**src/rtl/hpdcache_core_req_buf_pkg.sv**
```systemverilog
// Shared types and limits for the per-requester core request buffer.
// The PMA attribute type is the one the rest of the HPDcache slice uses.
package hpdcache_core_req_buf_pkg;

    typedef struct packed {
        logic uncacheable;
        logic io;
    } hpdcache_pma_t;

    localparam int unsigned HPDCACHE_REQ_BUF_MIN_DEPTH = 2;
    localparam int unsigned HPDCACHE_REQ_BUF_MAX_DEPTH = 8;

endpackage

```
**src/rtl/hpdcache_core_req_buf.sv**
```systemverilog
// Request buffer between one core requester and the HPDcache crossbar.
// Ready/valid come from registered state only; second-cycle fields follow each side's handshake.
module hpdcache_core_req_buf
    import hpdcache_core_req_buf_pkg::*;
#(
    parameter type         hpdcache_req_t = logic,
    parameter type         hpdcache_tag_t = logic,
    parameter int unsigned DEPTH          = 2
)(
    input  logic          clk_i,
    input  logic          rst_i,

    input  logic          core_req_valid_i,
    output logic          core_req_ready_o,
    input  hpdcache_req_t core_req_i,
    input  logic          core_req_abort_i,
    input  hpdcache_tag_t core_req_tag_i,
    input  hpdcache_pma_t core_req_pma_i,

    output logic          xbar_req_valid_o,
    input  logic          xbar_req_ready_i,
    output hpdcache_req_t xbar_req_o,
    output logic          xbar_req_abort_o,
    output hpdcache_tag_t xbar_req_tag_o,
    output hpdcache_pma_t xbar_req_pma_o
);

    localparam int unsigned PTR_W = (DEPTH > 1) ? $clog2(DEPTH) : 1;
    localparam int unsigned CNT_W = $clog2(DEPTH + 1);

    typedef logic [PTR_W-1:0] ptr_t;
    typedef logic [CNT_W-1:0] cnt_t;

    localparam ptr_t LAST_PTR = ptr_t'(DEPTH - 1);
    localparam cnt_t FULL_CNT = cnt_t'(DEPTH);

    typedef struct packed {
        hpdcache_req_t req;
        logic          abort;
        hpdcache_tag_t tag;
        hpdcache_pma_t pma;
        logic          snd_vld;
    } entry_t;

    function automatic ptr_t ptr_next(input ptr_t p);
        return (p == LAST_PTR) ? '0 : p + ptr_t'(1);
    endfunction

    entry_t        entries_q [DEPTH];
    entry_t        entries_d [DEPTH];
    ptr_t          wr_ptr_q, wr_ptr_d;
    ptr_t          rd_ptr_q, rd_ptr_d;
    cnt_t          count_q, count_d;
    logic          pend_vld_q, pend_vld_d;
    ptr_t          pend_idx_q, pend_idx_d;
    logic          out_abort_q, out_abort_d;
    hpdcache_tag_t out_tag_q, out_tag_d;
    hpdcache_pma_t out_pma_q, out_pma_d;

    entry_t        head;
    logic          push;
    logic          pop;

    assign head             = entries_q[rd_ptr_q];
    assign core_req_ready_o = (count_q != FULL_CNT);
    assign xbar_req_valid_o = (count_q != '0);
    assign push             = core_req_valid_i & core_req_ready_o;
    assign pop              = xbar_req_valid_o & xbar_req_ready_i;

    assign xbar_req_o       = head.req;
    assign xbar_req_abort_o = out_abort_q;
    assign xbar_req_tag_o   = out_tag_q;
    assign xbar_req_pma_o   = out_pma_q;

    always_comb begin
        entries_d   = entries_q;
        wr_ptr_d    = wr_ptr_q;
        rd_ptr_d    = rd_ptr_q;
        count_d     = count_q;
        out_abort_d = out_abort_q;
        out_tag_d   = out_tag_q;
        out_pma_d   = out_pma_q;

        if (pend_vld_q) begin
            entries_d[pend_idx_q].abort   = core_req_abort_i;
            entries_d[pend_idx_q].tag     = core_req_tag_i;
            entries_d[pend_idx_q].pma     = core_req_pma_i;
            entries_d[pend_idx_q].snd_vld = 1'b1;
        end

        // The write slot is free whenever push is allowed, so it never aliases pend_idx_q.
        if (push) begin
            entries_d[wr_ptr_q].req     = core_req_i;
            entries_d[wr_ptr_q].snd_vld = 1'b0;
            wr_ptr_d                    = ptr_next(wr_ptr_q);
        end

        pend_vld_d = push;
        pend_idx_d = push ? wr_ptr_q : pend_idx_q;

        // A head whose second cycle is happening right now is served from the live core inputs.
        if (pop) begin
            if (head.snd_vld) begin
                out_abort_d = head.abort;
                out_tag_d   = head.tag;
                out_pma_d   = head.pma;
            end else begin
                out_abort_d = core_req_abort_i;
                out_tag_d   = core_req_tag_i;
                out_pma_d   = core_req_pma_i;
            end
            rd_ptr_d = ptr_next(rd_ptr_q);
        end

        case ({push, pop})
            2'b10:   count_d = count_q + cnt_t'(1);
            2'b01:   count_d = count_q - cnt_t'(1);
            default: count_d = count_q;
        endcase
    end

    always_ff @(posedge clk_i) begin
        if (rst_i) begin
            for (int unsigned i = 0; i < DEPTH; i++) begin
                entries_q[i].snd_vld <= 1'b0;
            end
            wr_ptr_q    <= '0;
            rd_ptr_q    <= '0;
            count_q     <= '0;
            pend_vld_q  <= 1'b0;
            pend_idx_q  <= '0;
            out_abort_q <= 1'b0;
            out_tag_q   <= '0;
            out_pma_q   <= '0;
        end else begin
            entries_q   <= entries_d;
            wr_ptr_q    <= wr_ptr_d;
            rd_ptr_q    <= rd_ptr_d;
            count_q     <= count_d;
            pend_vld_q  <= pend_vld_d;
            pend_idx_q  <= pend_idx_d;
            out_abort_q <= out_abort_d;
            out_tag_q   <= out_tag_d;
            out_pma_q   <= out_pma_d;
        end
    end

    logic [31:0] pend_off;
    logic        pend_occupied;

    always_comb begin
        pend_off      = (32'(pend_idx_q) + DEPTH - 32'(rd_ptr_q)) % DEPTH;
        pend_occupied = (pend_off < 32'(count_q));
    end

    a_depth_legal: assert property (@(posedge clk_i)
        (DEPTH >= HPDCACHE_REQ_BUF_MIN_DEPTH) && (DEPTH <= HPDCACHE_REQ_BUF_MAX_DEPTH));

    a_pend_occupied: assert property (@(posedge clk_i) disable iff (rst_i)
        pend_vld_q |-> pend_occupied);

    a_pop_has_second_cycle: assert property (@(posedge clk_i) disable iff (rst_i)
        pop |-> (head.snd_vld || (pend_vld_q && (pend_idx_q == rd_ptr_q))));

endmodule

```
**config.mk**
```make
export PLATFORM = sky130hd
export DESIGN_NAME = hpdcache_core_req_buf
export DESIGN_NICKNAME = d
export VERILOG_FILES = /design/src/rtl/hpdcache_core_req_buf_pkg.sv /design/src/rtl/hpdcache_core_req_buf.sv
export SDC_FILE = /design/constraint.sdc
export NUM_CORES = 1
export LEC_CHECK = 0
export ABC_AREA = 1
export CORE_ASPECT_RATIO = 0.75
export CORE_MARGIN = 4
export CORE_UTILIZATION = 58
export CTS_BUF_LIST = sky130_fd_sc_hd__clkbuf_2
export DETAILED_ROUTE_END_ITERATION = 16
export GPL_TIMING_DRIVEN = 0
export HOLD_SLACK_MARGIN = 0.02
export PLACE_DENSITY_LB_ADDON = 0.25
export SKIP_CTS_REPAIR_TIMING = 1
export SYNTH_ARGS = -nofsm -noshare
export SYNTH_HDL_FRONTEND = slang
export SYNTH_SLANG_ARGS = --single-unit
```
**constraint.sdc**
```tcl
create_clock -name clk_i -period 1.85 [get_ports clk_i]
set_input_delay 0.185 -clock clk_i [delete_from_list [all_inputs] [get_ports clk_i]]
set_output_delay 0.185 -clock clk_i [all_outputs]
set_load 0.01 [all_outputs]
```
==> run_results.csv <==
group,metric,value,unit
route,firstDrtPassIters,4,
grt,grt_max_degree,13,
final_layout,antenna_cells,0,
worst_hold_path,holdPathEnd,"entries_q[1]$_DFFE_PP_",
grt,overflow,0,
clock_tree,cts-buffers-inserted,3,
synthesis,seq_area_frac_synth,53.5,%
route,totalWireLength,1.77,mm
grt,first_global_vias,706,
final_layout,final_common_cell,"nand2_1",
timing,tns,0,ps
synthesis,synth-simple-area-share,28.4,%
timing,post-route-period-util,90.8,%
synthesis,avgSynthCellArea,8.63,sq um
synthesis,synth_mux_area_share,0,%
synthesis,synth_area_leaders,"edfxtp_1, dfxtp_1, nand2_1",
synthesis,synth_fp_nets,127,
run,timing.max_cap.violations,0,
final_layout,fillers,109,
route,drt_iter0_markers,31,
synthesis,synth_fa_ha_area_share,1.24,%
route,ant_nets,0,
timing,drv_slew,0,
placement,dp.final_hpwl,1.40,mm
setup_path,cp_max_fo,8,
clock_tree,cts_buffer_depth,2,
synthesis,synth_edf_count,10,
final_layout,areaGrowthSynthToFinish,19.5,%
die,die_h,44.1,microns
die,pin_count,16,
synthesis,synth_xor_area_share,0,%
placement,place.gp.congestion,0.852,
timing,finalCriticalPeriod,1680,ps
worst_hold_path,min_from,"core_req_pma_i[0]",
synthesis,synth-seq-cells,22,
worst_hold_path,min_path_type,"input port to flop",
die,rows,12,
final_layout,post-route-util,77.2,%
route,wl_per_cell,11.3,microns
setup_path,rrSetupSlack,460,ps
synthesis,syn_area,1010,sq um
final_layout,fin_nets,147,
synthesis,synth_top_family_by_area,"simple AND/OR/NAND/NOR gates",
clock_tree,cts.clk_slew.worst_paths,180,ps
setup_path,critPathLaunchType,"flop",
power_and_ir_drop,powerDensity,1020,nW/um^2
setup_path,cp_data_required_time,1660,ps
synthesis,yosysWarnings,0,
route,via_count,754,
synthesis,synth_cells,117,
synthesis,yosys_most_used_dff,"dfxtp_1",
synthesis,synth_area_leader_cell,"edfxtp_1",
die,die_area,2480,sq um
route,vias_per_cell,4.80,
timing,setup_viol,0,
timing,fmax,596,MHz
timing,rsz0062_at_grt,"false",
synthesis,synth_async_sr_flop_share,0,%
setup_path,r2r_start,"count_q[0]$_SDFFE_PP0P_",
timing,slew-limit-headroom,59.8,%
timing,fin_worst_skew,1.14,ps
setup_path,r2r-end,"count_q[1]$_SDFFE_PP0P_",
placement,portBuffers,15,
final_layout,drive_gt1_share,15.4,%
die,dieWidth,56.2,microns
die,start_util,64.7,%
setup_path,worstSetupEndpointType,"primary output",
synthesis,ys_types,22,
clock_tree,clkSinkCount,22,
grt,antenna_found_initial,0,
route,drc,0,
grt,grt_pass1_wl,3.15,mm
setup_path,path_class,"flop to primary output",
final_layout,most-common-layout-cells,"nand2_1, inv_1, clkdlybuf4s50_1",
setup_path,critPathArrivalTime,1490,ps
clock_tree,cts_tree,"built",
status,status,"finished, final reports clean",
synthesis,synth_compound_area_share,6.20,%
die,core_area,1560,sq um
timing,tightest_slew,598,ps
power_and_ir_drop,power,1.23,mW
worst_hold_path,worstHoldPathCells,1,
power_and_ir_drop,peakVddDrop,0.981,mV
setup_path,ff2ff_path_depth,9,
clock_tree,cts.htree.levels,1,
clock_tree,clock_latency,310,ps
timing,hold_viol_final,0,
grt,grtUsageTotal,16.7,%
clock_tree,root_buffer,"clkbuf_2",
synthesis,synth_top_area_share,29.7,%
power_and_ir_drop,cellLeakagePower,0.537,nW
-- worst max path at each step --
stage	start	endpoint	slack (ps)	depth (start not counted)
after floorplan	count_q[0]$_SDFFE_PP0P_	count_q[1]$_SDFFE_PP0P_	560	9
after global placement	rst_i	entries_q[2]$_DFFE_PP_	150	3
after detailed placement	rst_i	entries_q[3]$_DFFE_PP_	110	3
after CTS	rd_ptr_q$_SDFFE_PP0P_	xbar_req_o	150	5
after global routing	rd_ptr_q$_SDFFE_PP0P_	xbar_req_o	40	5
final	rd_ptr_q$_SDFFE_PP0P_	xbar_req_o	170	5
-- where the power goes --
group	switching [mW]	internal, mW	leakage, nW	total (mW)
sequential	0.0373	0.570	0.190	0.608
clock	0.129	0.0573	0.0166	0.186
combinational	0.243	0.190	0.330	0.432
-- through the flow --
step / std cells / instance area [sq um] / hold slack [ps] / setup slack, ps
final: 157 / 1210 / 471 / 171
after floorplan: 117 / 1010 / 284 / 559
after global placement: 153 / 1190 / 472 / 148
after CTS: 157 / 1210 / 454 / 152
after detailed placement: 153 / 1190 / 496 / 107
after global routing: 157 / 1210 / 431 / 37.6
-- sequential cells by signal, indices dropped and copies added (netlist names) --
register and flops:
entries_q 12, count_q 2, xbar_req_pma_o 2, pend_idx_q 1, pend_vld_q 1, rd_ptr_q 1, wr_ptr_q 1, xbar_req_abort_o 1
xbar_req_tag_o 1
-- routing by layer --
layer  routed length, microns  track usage, %
met1                      862            21.6
met2                      804            27.5
met3                       89            6.12
met4                       15            2.84
met5                        0               0
-- cells by family (layout without fill, tap and decap cells) --
group | count (synthesis) | after routing
AND/OR/NAND/NOR | 60 | 60
buffers and inverters | 23 | 42
flip-flops | 22 | 22
AO/OA/AOI/OAI | 11 | 11
adder cells (fa/ha/maj) | 1 | 1
-- synth_stat cells (2+ instances only) --
| master | instances |
|---|---|
| nand2_1 | 27 |
| o21ai_0 | 2 |
| inv_1 | 17 |
| nand2_4 | 4 |
| nor2_1 | 11 |
| nand2_2 | 6 |
| a21oi_1 | 6 |
| dfxtp_1 | 12 |
| edfxtp_1 | 10 |
| nor3_1 | 2 |
| nand3_1 | 9 |
-- critical path: stages, from the launching register on --
cell and delay (ps):
dfxtp_1 340, buf_6 140, inv_6 80, nand2_1 50, nand2_1 50, clkdlybuf4s50_1 520
-- area by class of cell --
class / count / area, sq um / area share (%)
Sequential cell: 22 / 541 / 44.8
Multi-Input combinational cell: 72 / 362 / 30.0
Timing Repair Buffer: 15 / 150 / 12.4
Inverter: 21 / 91.3 / 7.57
Tap cell: 21 / 26.3 / 2.18
Clock buffer: 4 / 20.0 / 1.66
Buffer: 2 / 16.3 / 1.35
Power figures use the tool's default switching activity.
